## src/rtl/multicycle_sequencer_if.sv

```systemverilog
// Handshake bundle between the sequencer and its instruction/data memories.
// Latency: none (wires only).
// Backpressure: each req is held until its ack; an ack is only honoured while its req is high.
//   imem_req/imem_ack : instruction fetch request and fetch-data-valid strobe
//   dmem_req/dmem_we  : data access request, 1 = store / 0 = load while dmem_req
//   dmem_ack          : data access complete strobe
interface multicycle_sequencer_if;
  logic imem_req;
  logic imem_ack;
  logic dmem_req;
  logic dmem_we;
  logic dmem_ack;

  modport master (output imem_req, dmem_req, dmem_we, input imem_ack, dmem_ack);
  modport slave  (input imem_req, dmem_req, dmem_we, output imem_ack, dmem_ack);
endinterface

```

## src/rtl/multicycle_sequencer.sv

```systemverilog
// Multi-cycle instruction sequencer: FETCH/DECODE/EXEC/MEM/WB with phase-qualified
// PC/IR/regfile/dmem enables, retirement counting and a sticky trap.
// Latency with zero-wait acks: branch/jump 3, ALU 4, sw 4, lw 5 cycles; +1 per memory wait cycle.
// Backpressure: req held until ack; a watchdog traps after MEM_TIMEOUT unacked req cycles.
// Ports:
//   clk, rst         : clock, synchronous active-high reset (all outputs forced 0 while high)
//   decoded_instr    : one-hot decoded instruction, valid from DECODE onward
//   zero_signal      : ALU zero flag (EXEC), dec_regfile_w: regfile write request (WB)
//   mem              : imem/dmem req/ack handshakes (master side)
//   ir_w, pc_w, rf_w : IR load, PC commit, regfile write enables
//   branch_taken     : branch/jump outcome, valid with pc_w
//   retired          : one-cycle pulse per completed instruction, retire_count counts them
//   trap, trap_cause : sticky error, 01 illegal decode, 10 imem timeout, 11 dmem timeout
module multicycle_sequencer #(
  parameter int NUM_INSTR   = 32,
  parameter int MEM_TIMEOUT = 64,
  parameter int RETIRE_W    = 32
) (
  input  logic                 clk,
  input  logic                 rst,
  input  logic [NUM_INSTR-1:0] decoded_instr,
  input  logic                 zero_signal,
  input  logic                 dec_regfile_w,
  multicycle_sequencer_if.master mem,
  output logic                 ir_w,
  output logic                 pc_w,
  output logic                 rf_w,
  output logic                 branch_taken,
  output logic                 retired,
  output logic [RETIRE_W-1:0]  retire_count,
  output logic                 trap,
  output logic [1:0]           trap_cause
);

  localparam int IDX_JR  = 16;
  localparam int IDX_LW  = 23;
  localparam int IDX_SW  = 24;
  localparam int IDX_BEQ = 25;
  localparam int IDX_BNE = 26;
  localparam int IDX_J   = 29;
  localparam int IDX_JAL = 30;

  // Wait counter only has to hold 0..MEM_TIMEOUT-1; the limit is detected one step early.
  localparam int            WW          = (MEM_TIMEOUT > 2) ? $clog2(MEM_TIMEOUT) : 1;
  localparam bit            WDOG_EN     = (MEM_TIMEOUT > 0);
  localparam int            WAIT_LAST_I = (MEM_TIMEOUT > 0) ? MEM_TIMEOUT - 1 : 0;
  localparam logic [WW-1:0] WAIT_LAST   = WW'(WAIT_LAST_I);

  typedef enum logic [2:0] {
    S_FETCH, S_DECODE, S_EXEC, S_MEM, S_WB, S_TRAP
  } state_t;

  state_t              state_q, state_d;
  logic [WW-1:0]       wait_q, wait_d;
  logic [RETIRE_W-1:0] cnt_q, cnt_d;
  logic                trap_q, trap_d;
  logic [1:0]          cause_q, cause_d;

  logic o_imem_req, o_dmem_req, o_dmem_we;
  logic o_ir_w, o_pc_w, o_rf_w, o_bt, o_retired;

  logic is_jr, is_lw, is_sw, is_beq, is_bne, is_j, is_jal, is_branch, is_mem;

  assign is_jr     = decoded_instr[IDX_JR];
  assign is_lw     = decoded_instr[IDX_LW];
  assign is_sw     = decoded_instr[IDX_SW];
  assign is_beq    = decoded_instr[IDX_BEQ];
  assign is_bne    = decoded_instr[IDX_BNE];
  assign is_j      = decoded_instr[IDX_J];
  assign is_jal    = decoded_instr[IDX_JAL];
  assign is_branch = is_jr | is_j | is_jal | is_beq | is_bne;
  assign is_mem    = is_lw | is_sw;

  always_comb begin
    state_d    = state_q;
    wait_d     = wait_q;
    trap_d     = trap_q;
    cause_d    = cause_q;
    o_imem_req = 1'b0;
    o_dmem_req = 1'b0;
    o_dmem_we  = 1'b0;
    o_ir_w     = 1'b0;
    o_pc_w     = 1'b0;
    o_rf_w     = 1'b0;
    o_bt       = 1'b0;
    o_retired  = 1'b0;

    case (state_q)
      S_FETCH: begin
        o_imem_req = 1'b1;
        if (mem.imem_ack) begin
          // Ack on the limit cycle still wins over the watchdog.
          o_ir_w  = 1'b1;
          state_d = S_DECODE;
        end else if (WDOG_EN && wait_q == WAIT_LAST) begin
          state_d = S_TRAP;
          trap_d  = 1'b1;
          cause_d = 2'b10;
        end else if (WDOG_EN) begin
          wait_d = wait_q + 1'b1;
        end
      end
      S_DECODE: begin
        if ($countones(decoded_instr) != 1) begin
          state_d = S_TRAP;
          trap_d  = 1'b1;
          cause_d = 2'b01;
        end else begin
          state_d = S_EXEC;
        end
      end
      S_EXEC: begin
        if (is_branch) begin
          o_pc_w    = 1'b1;
          o_retired = 1'b1;
          o_rf_w    = is_jal;
          o_bt      = (is_beq & zero_signal) | (is_bne & ~zero_signal) | is_j | is_jal | is_jr;
          state_d   = S_FETCH;
          wait_d    = '0;
        end else if (is_mem) begin
          state_d = S_MEM;
          wait_d  = '0;
        end else begin
          state_d = S_WB;
        end
      end
      S_MEM: begin
        o_dmem_req = 1'b1;
        o_dmem_we  = is_sw;
        if (mem.dmem_ack) begin
          if (is_sw) begin
            o_pc_w    = 1'b1;
            o_retired = 1'b1;
            state_d   = S_FETCH;
            wait_d    = '0;
          end else begin
            state_d = S_WB;
          end
        end else if (WDOG_EN && wait_q == WAIT_LAST) begin
          state_d = S_TRAP;
          trap_d  = 1'b1;
          cause_d = 2'b11;
        end else if (WDOG_EN) begin
          wait_d = wait_q + 1'b1;
        end
      end
      S_WB: begin
        o_rf_w    = dec_regfile_w;
        o_pc_w    = 1'b1;
        o_retired = 1'b1;
        state_d   = S_FETCH;
        wait_d    = '0;
      end
      S_TRAP: begin
        state_d = S_TRAP;
      end
      default: begin
        state_d = S_FETCH;
        wait_d  = '0;
      end
    endcase

    cnt_d = cnt_q + RETIRE_W'(o_retired);
  end

  always_ff @(posedge clk) begin
    if (rst) begin
      state_q <= S_FETCH;
      wait_q  <= '0;
      cnt_q   <= '0;
      trap_q  <= 1'b0;
      cause_q <= 2'b00;
    end else begin
      state_q <= state_d;
      wait_q  <= wait_d;
      cnt_q   <= cnt_d;
      trap_q  <= trap_d;
      cause_q <= cause_d;
    end
  end

  // Reset masks every output in the same cycle so a mid-handshake reset drops req at once.
  assign mem.imem_req  = o_imem_req & ~rst;
  assign mem.dmem_req  = o_dmem_req & ~rst;
  assign mem.dmem_we   = o_dmem_we & ~rst;
  assign ir_w          = o_ir_w & ~rst;
  assign pc_w          = o_pc_w & ~rst;
  assign rf_w          = o_rf_w & ~rst;
  assign branch_taken  = o_bt & ~rst;
  assign retired       = o_retired & ~rst;
  assign retire_count  = rst ? '0 : cnt_q;
  assign trap          = trap_q & ~rst;
  assign trap_cause    = rst ? 2'b00 : cause_q;

endmodule

```

## src/flat_wrapper.sv

```systemverilog
// flat-port wrapper written by rule: the top's interface ports become plain ports
module multicycle_sequencer_flat 
#(
  parameter int NUM_INSTR   = 32,
  parameter int MEM_TIMEOUT = 64,
  parameter int RETIRE_W    = 32
)
  (clk, rst, decoded_instr, zero_signal, dec_regfile_w, ir_w, pc_w, rf_w, branch_taken, retired, retire_count, trap, trap_cause, mem_imem_req, mem_dmem_req, mem_dmem_we, mem_imem_ack, mem_dmem_ack);
  multicycle_sequencer_if mem_i ();
  input  logic clk;
  input  logic rst;
  input  logic [NUM_INSTR-1:0] decoded_instr;
  input  logic zero_signal;
  input  logic dec_regfile_w;
  output logic ir_w;
  output logic pc_w;
  output logic rf_w;
  output logic branch_taken;
  output logic retired;
  output logic [RETIRE_W-1:0] retire_count;
  output logic trap;
  output logic [1:0] trap_cause;
  output wire logic [$bits(mem_i.imem_req)-1:0] mem_imem_req;
  output wire logic [$bits(mem_i.dmem_req)-1:0] mem_dmem_req;
  output wire logic [$bits(mem_i.dmem_we)-1:0] mem_dmem_we;
  input wire logic [$bits(mem_i.imem_ack)-1:0] mem_imem_ack;
  input wire logic [$bits(mem_i.dmem_ack)-1:0] mem_dmem_ack;
  assign mem_imem_req = mem_i.imem_req;
  assign mem_dmem_req = mem_i.dmem_req;
  assign mem_dmem_we = mem_i.dmem_we;
  assign mem_i.imem_ack = mem_imem_ack;
  assign mem_i.dmem_ack = mem_dmem_ack;
  multicycle_sequencer #(.NUM_INSTR(NUM_INSTR), .MEM_TIMEOUT(MEM_TIMEOUT), .RETIRE_W(RETIRE_W)) u_core (.clk(clk), .rst(rst), .decoded_instr(decoded_instr), .zero_signal(zero_signal), .dec_regfile_w(dec_regfile_w), .mem(mem_i), .ir_w(ir_w), .pc_w(pc_w), .rf_w(rf_w), .branch_taken(branch_taken), .retired(retired), .retire_count(retire_count), .trap(trap), .trap_cause(trap_cause));
endmodule
```

## config.mk

```make
export PLATFORM = sky130hd
export DESIGN_NAME = multicycle_sequencer_flat
export DESIGN_NICKNAME = d
export VERILOG_FILES = /design/src/rtl/multicycle_sequencer_if.sv /design/src/rtl/multicycle_sequencer.sv /design/src/flat_wrapper.sv
export SDC_FILE = /design/constraint.sdc
export NUM_CORES = 1
export LEC_CHECK = 0
export CAP_MARGIN = 10
export CORE_MARGIN = 8
export CORE_UTILIZATION = 40
export DETAILED_ROUTE_END_ITERATION = 7
export PLACE_DENSITY = 0.73
export SYNTH_ARGS = -nofsm -noshare
export SYNTH_HDL_FRONTEND = slang
export SYNTH_SLANG_ARGS = --single-unit
export TNS_END_PERCENT = 30
```

## constraint.sdc

```tcl
create_clock -name clk -period 13.6 [get_ports clk]
set_clock_uncertainty 0.1 [all_clocks]
set_input_delay 2.72 -clock clk [delete_from_list [all_inputs] [get_ports clk]]
set_output_delay 2.72 -clock clk [all_outputs]
set_load 0.01 [all_outputs]
```

==> metrics.cfg, run 1 <==
[clocking]
cts-root-buf=clkbuf_8
cts_setup_buffers=0
htreeDepth=2
cts_resized=0
cts_tree=yes
cts-buffers-inserted=5
clk_latency_ns=0.29
cts_hold_buf=0
cts.sinks=44
path_clk_slew_ns=0.08
clockBufferDepth=2

[yosys]
syn-num-nets=501
ys_seq_elements=44
yosysSeqAreaShare_pct=24.8
synth_edf_count=0
ys_types=53
syn-cell-area_um2=3550
ys_async_sr_fraction_pct=0
yosysTopAreaCell=dfxtp_1
ys.flop_type=dfxtp_1
syn_area_per_cell_um2=8.67
syn_inst=410
synth_area_leaders=dfxtp_1, fa_1, ha_1
yosysTopAreaCellShare_pct=24.8
synth_warnings=0

[placement]
place_congestion=0.876
dpl.hpwl_um=6140
placed_cells=582
dpl_worst_slack_ns=5.22
portBuffers=80

[timing]
min_period_ns=8.03
finalMaxSlewViolations=0
max_slew_margin_pct=24.6
worst_slack_ns=5.57
setup_viol=0
worstMarginPinSlew_ns=1.13
fin_tns_setup_ns=0
rsz0062_at_grt=no
fin_crit_sh_pct=59.0
whs_ns=0.377
final_hold_viol_count=0
fmax_mhz=125

[worst_setup_path]
setup.worst_path.end_class=register
slowest_delay_ns=0.53
critPathMaxFanout=4
cp_common_cell=fa_1
cp-start-kind=input pin
critPathRequiredTime_ns=13.69
cp_top_family=adder cells
cp_cell_sequence=clkdlybuf4s50_1 -> ha_1 -> inv_1 -> fa_1 -> inv_1 -> fa_1 -> inv_1 -> fa_1 -> fa_1 -> fa_1 -> inv_1 -> ha_1 -> inv_1 -> fa_1 -> nor4bb_1 -> nand2_1 -> nor4_1 -> a311oi_1 -> o21ba_2
critical_path_class=input pin to register
path_buf_inv=6
critPathSlowestCell=fa_1
crit_arrival_ns=8.12

[status]
status=finished, final reports clean

[pwr]
combPwrFrac_pct=58.9
swShare_pct=40.4
p_per_area_nw_per_um2=127
p_sw_uw=231
pwr-share-clk_pct=14.9
seqPwrFrac_pct=26.1
p_leak_uw=0.00178
ir_worst_vdd_v=0.000102
internal_power_uw=341

[routing]
routed_wl_um=7630
num_vias=2909
dr.first_iter.drc_count=112
routedWlPerCell_um=12.9
final_antenna_net_count=0
drc=0
vias_per_cell=4.93
first_pass_iters=4

[layout]
syn_to_final_growth_pct=26.5
stdcell_count=590
final_layout_size_suffix_gt1_share_pct=5.39
diodes=0
layout.nets=572
final_common_cell=clkdlybuf4s50_1
n_fill_cell=818
final_cell_mix=clkdlybuf4s50_1, inv_1, nor2_1

[floorplanning]
coreArea_um2=8680
fp.dieW_um=110
start_util_pct=40.9
ioPinCount=81
rows=34
die_y_um=110
die_area_um2=12200

[global_routing]
grt_start_max_net_pins=84
grt_pass1_vias=2958
grt_pass1_wl_um=13000
track_usage_pct=12.8
gr-total-overflow=0
antenna_found_initial=0

[flow_run]
drv_cap=0

[worst_hold_path]
hold_class=register to register

==> synth_stat cells, types with 5 or more instances <==
cell type	n
clkbuf_1	10
fa_1	26
a21oi_1	5
inv_1	51
a31oi_1	5
nand2_1	23
xnor2_1	21
nor4_1	5
nor2_1	45
nor3_1	9
nor2b_1	38
nand4_1	6
o21ai_0	10
ha_1	27
nand3_1	10
nand2b_1	5
dfxtp_1	44
and3_1	5
xor2_1	8
==> path summary, 6_finish.rpt <==
check	start	endpoint	slack (ns)	cells after the start
max	decoded_instr[23]	u_core.trap_q$_SDFFE_PP0P_	5.57	19
min	u_core.trap_q$_SDFFE_PP0P_	u_core.trap_q$_SDFFE_PP0P_	0.38	1
max reg2reg	u_core.state_q[2]$_SDFF_PP0_	u_core.cnt_q[26]$_SDFF_PP0_	10.56	11
min reg2reg	u_core.trap_q$_SDFFE_PP0P_	u_core.trap_q$_SDFFE_PP0P_	0.38	1
==> power groups by stage <==
stage	registers, µW	clock network [µW]	logic (µW)
3_3_place_gp	152	0	331
4_1_cts	149	88.0	345
2_1_floorplan	144	0	272
5_1_grt	151	93.8	399
6_report	149	85.4	337
3_5_place_dp	152	0	346
==> registers in the layout, summed over array words and instances (netlist names) <==
signal,flops
u_core.cause_q,2
u_core.wait_q,6
u_core.state_q,3
u_core.trap_q,1
u_core.cnt_q,32
==> logic make-up (layout without fill, tap and decap cells) <==
logic type	after synthesis	in the layout	synth area share, %
adder cells (fa/ha/maj)	53	53	24.2
XOR/XNOR	29	29	7.15
flip-flops	44	44	24.8
multiplexers	1	1	0.282
buffers and inverters	68	140	7.89
AO/OA/AOI/OAI	42	42	8.06
AND/OR/NAND/NOR	173	173	27.7
==> layout make-up <==
class	instances	area (µm²)	area share, %
multi-input cells	298	2390	53.2
flip-flops and latches	44	881	19.6
repair buffers	81	803	17.9
inverters	51	191	4.26
well taps	108	135	3.01
clock buffers	7	86.3	1.92
clock inverters	1	7.51	0.167
==> per-stage QoR <==
step                cell area (µm²)  utilization (%)  power (µW)
floorplan                      3550                -         416
finish                         4500             51.8         572
global route                   4500             51.8         643
CTS                            4500             51.8         582
detailed placement             4400             50.7         498
global placement               4400             50.7         483
==> per-layer routing <==
layer  part of all wire (%)  global-route usage [%]  up-vias
met5                      0                       0        -
met4                   0.60                    2.28        0
met3                    6.8                    3.31        5
met2                     47                    22.6       71
met1                     46                    15.5     1334
li1                       -                       -     1499
Note: power is estimated with default switching activity, not from simulation.
==> run 2: changes to the inputs <==
==> constraint.sdc (replaced) <==
create_clock -name clk -period 7.5 [get_ports clk]
set_clock_uncertainty 0.1 [all_clocks]
set_input_delay 1.5 -clock clk [delete_from_list [all_inputs] [get_ports clk]]
set_output_delay 1.5 -clock clk [all_outputs]
set_load 0.01 [all_outputs]
==> run 2 against run 1 <==
Against the previous run: sequential share of layout area about the same; critical path depth unchanged; hold slack better by 0.0060 ns; cell area down 0.14%; global-route usage up 0.050 points; critical endpoint unchanged.
==> metrics.cfg, run 2 (synthesized netlist as in run 1, its figures left out) <==
[clocking]
cts.sinks=44
cts-root-buf=clkbuf_8
cts_tree=yes
cts_hold_buf=0
clk_latency_ns=0.30
htreeDepth=2
cts-buffers-inserted=5
path_clk_slew_ns=0.08
clockBufferDepth=2
cts_setup_buffers=0
cts_resized=0

[timing]
max_slew_margin_pct=28.4
worstMarginPinSlew_ns=1.07
rsz0062_at_grt=no
fin_tns_setup_ns=0
fin_crit_sh_pct=90.8
final_hold_viol_count=0
fmax_mhz=147
setup_viol=0
finalMaxSlewViolations=0
min_period_ns=6.81
worst_slack_ns=0.686

[pwr]
combPwrFrac_pct=59.9
swShare_pct=41.5
p_sw_uw=434
p_per_area_nw_per_um2=233
seqPwrFrac_pct=25.9
pwr-share-clk_pct=14.2
ir_worst_vdd_v=0.000167
internal_power_uw=612
p_leak_uw=0.00178

[worst_setup_path]
setup.worst_path.end_class=register
rr_startpoint=u_core.state_q[2]$_SDFF_PP0_
critical_path_class=input pin to register
reg2regPathDepth=11
crit_arrival_ns=6.90
r2r_end=u_core.cnt_q[26]$_SDFF_PP0_
critPathRequiredTime_ns=7.59
critPathMaxFanout=4
r2r_slack_ns=4.42
cp-start-kind=input pin

[layout]
final_common_cell=clkdlybuf4s50_1
layout.nets=572
syn_to_final_growth_pct=26.4
final_layout_size_suffix_gt1_share_pct=5.60
ff_latch_area_um2=881
largest-register=u_core.cnt_q
reg.largest.list=u_core.cnt_q: 32 flops, u_core.wait_q: 6 flops, u_core.state_q: 3 flops
diodes=0
final_util_pct=51.7
n_fill_cell=814
multi_input_area_um2=2390
largest_reg_flops=32
final_cell_mix=clkdlybuf4s50_1, inv_1, nor2_1

[routing]
num_vias=2945
dr.first_iter.drc_count=120
routedWlPerCell_um=13.1
first_pass_iters=5
final_antenna_net_count=0
routed_wl_um=7740
vias_per_cell=4.99
drc=0

[floorplanning]
die_area_um2=12200
coreArea_um2=8680
start_util_pct=40.9
die_y_um=110
rows=34
fp.dieW_um=110
ioPinCount=81

[status]
status=finished, final reports clean

[worst_hold_path]
worst_hold_startpoint=u_core.trap_q$_SDFFE_PP0P_
min_to=u_core.trap_q$_SDFFE_PP0P_
hold_class=register to register
whs_path_depth=1

[global_routing]
gr-total-overflow=0
antenna_found_initial=0
track_usage_pct=12.9
grt_pass1_vias=2935
grt_pass1_wl_um=12900
grt_start_max_net_pins=83

[flow_run]
drv_cap=0

[placement]
portBuffers=80
dpl.hpwl_um=6210
dpl_worst_slack_ns=0.358
place_congestion=0.872

[run 2: final cells by class]
class,count,share of cell area [%]
well taps,108,3.01
inverters,51,4.26
clock inverters,3,0.418
flip-flops and latches,44,19.6
multi-input cells,298,53.3
clock buffers,5,1.53
repair buffers,81,17.9
[run 2: how the worst max path moves through the flow]
stage	from	endpoint	slack [ns]	cells past startpoint
after CTS	decoded_instr[23]	u_core.trap_q$_SDFFE_PP0P_	0.68	19
after floorplan	decoded_instr[22]	u_core.trap_q$_SDFFE_PP0P_	1.27	18
after global routing	decoded_instr[23]	u_core.trap_q$_SDFFE_PP0P_	0.46	19
after global placement	decoded_instr[23]	u_core.trap_q$_SDFFE_PP0P_	0.59	19
final	decoded_instr[23]	u_core.trap_q$_SDFFE_PP0P_	0.69	19
after detailed placement	decoded_instr[23]	u_core.trap_q$_SDFFE_PP0P_	0.36	19
[run 2: routing by layer]
metal	track usage [%]	up-vias	part of all wire, %	wire length, µm
met5	0	-	0	0
met4	2.28	0	0.31	24
met3	3.02	2	6.1	473
met2	22.9	76	49	3760
met1	15.6	1373	45	3480
li1	-	1494	-	-
[run 2: through the flow]
step	instance area (µm²)	hold WS (ns)	instances	total power (µW)
final	4490	0.383	590	1050
after global routing	4490	0.409	590	1170
after CTS	4490	0.387	590	1070
after detailed placement	4400	0.368	582	915
after global placement	4400	0.365	582	875
after floorplan	3550	0.351	410	755
[run 2: power by group through the flow]
| stage | registers (µW) | logic [µW] | clock network [µW] |
|---|---|---|---|
| 6_report | 271 | 626 | 148 |
| 5_1_grt | 275 | 729 | 165 |
| 4_1_cts | 271 | 642 | 153 |
| 3_5_place_dp | 276 | 638 | 0 |
| 3_3_place_gp | 276 | 600 | 0 |
| 2_1_floorplan | 261 | 493 | 0 |
[run 2: critical path: stages]
cell and delay (ns):
clkdlybuf4s50_1 0.53, ha_1 0.16, inv_1 0.05, fa_1 0.53
inv_1 0.05, fa_1 0.53, inv_1 0.05, fa_1 0.52
fa_1 0.44, fa_1 0.49, inv_1 0.07, ha_1 0.17
inv_1 0.06, fa_1 0.47, nor4bb_1 0.29, nand2_1 0.12
nor4_1 0.51, a311oi_1 0.15, o21ba_2 0.22
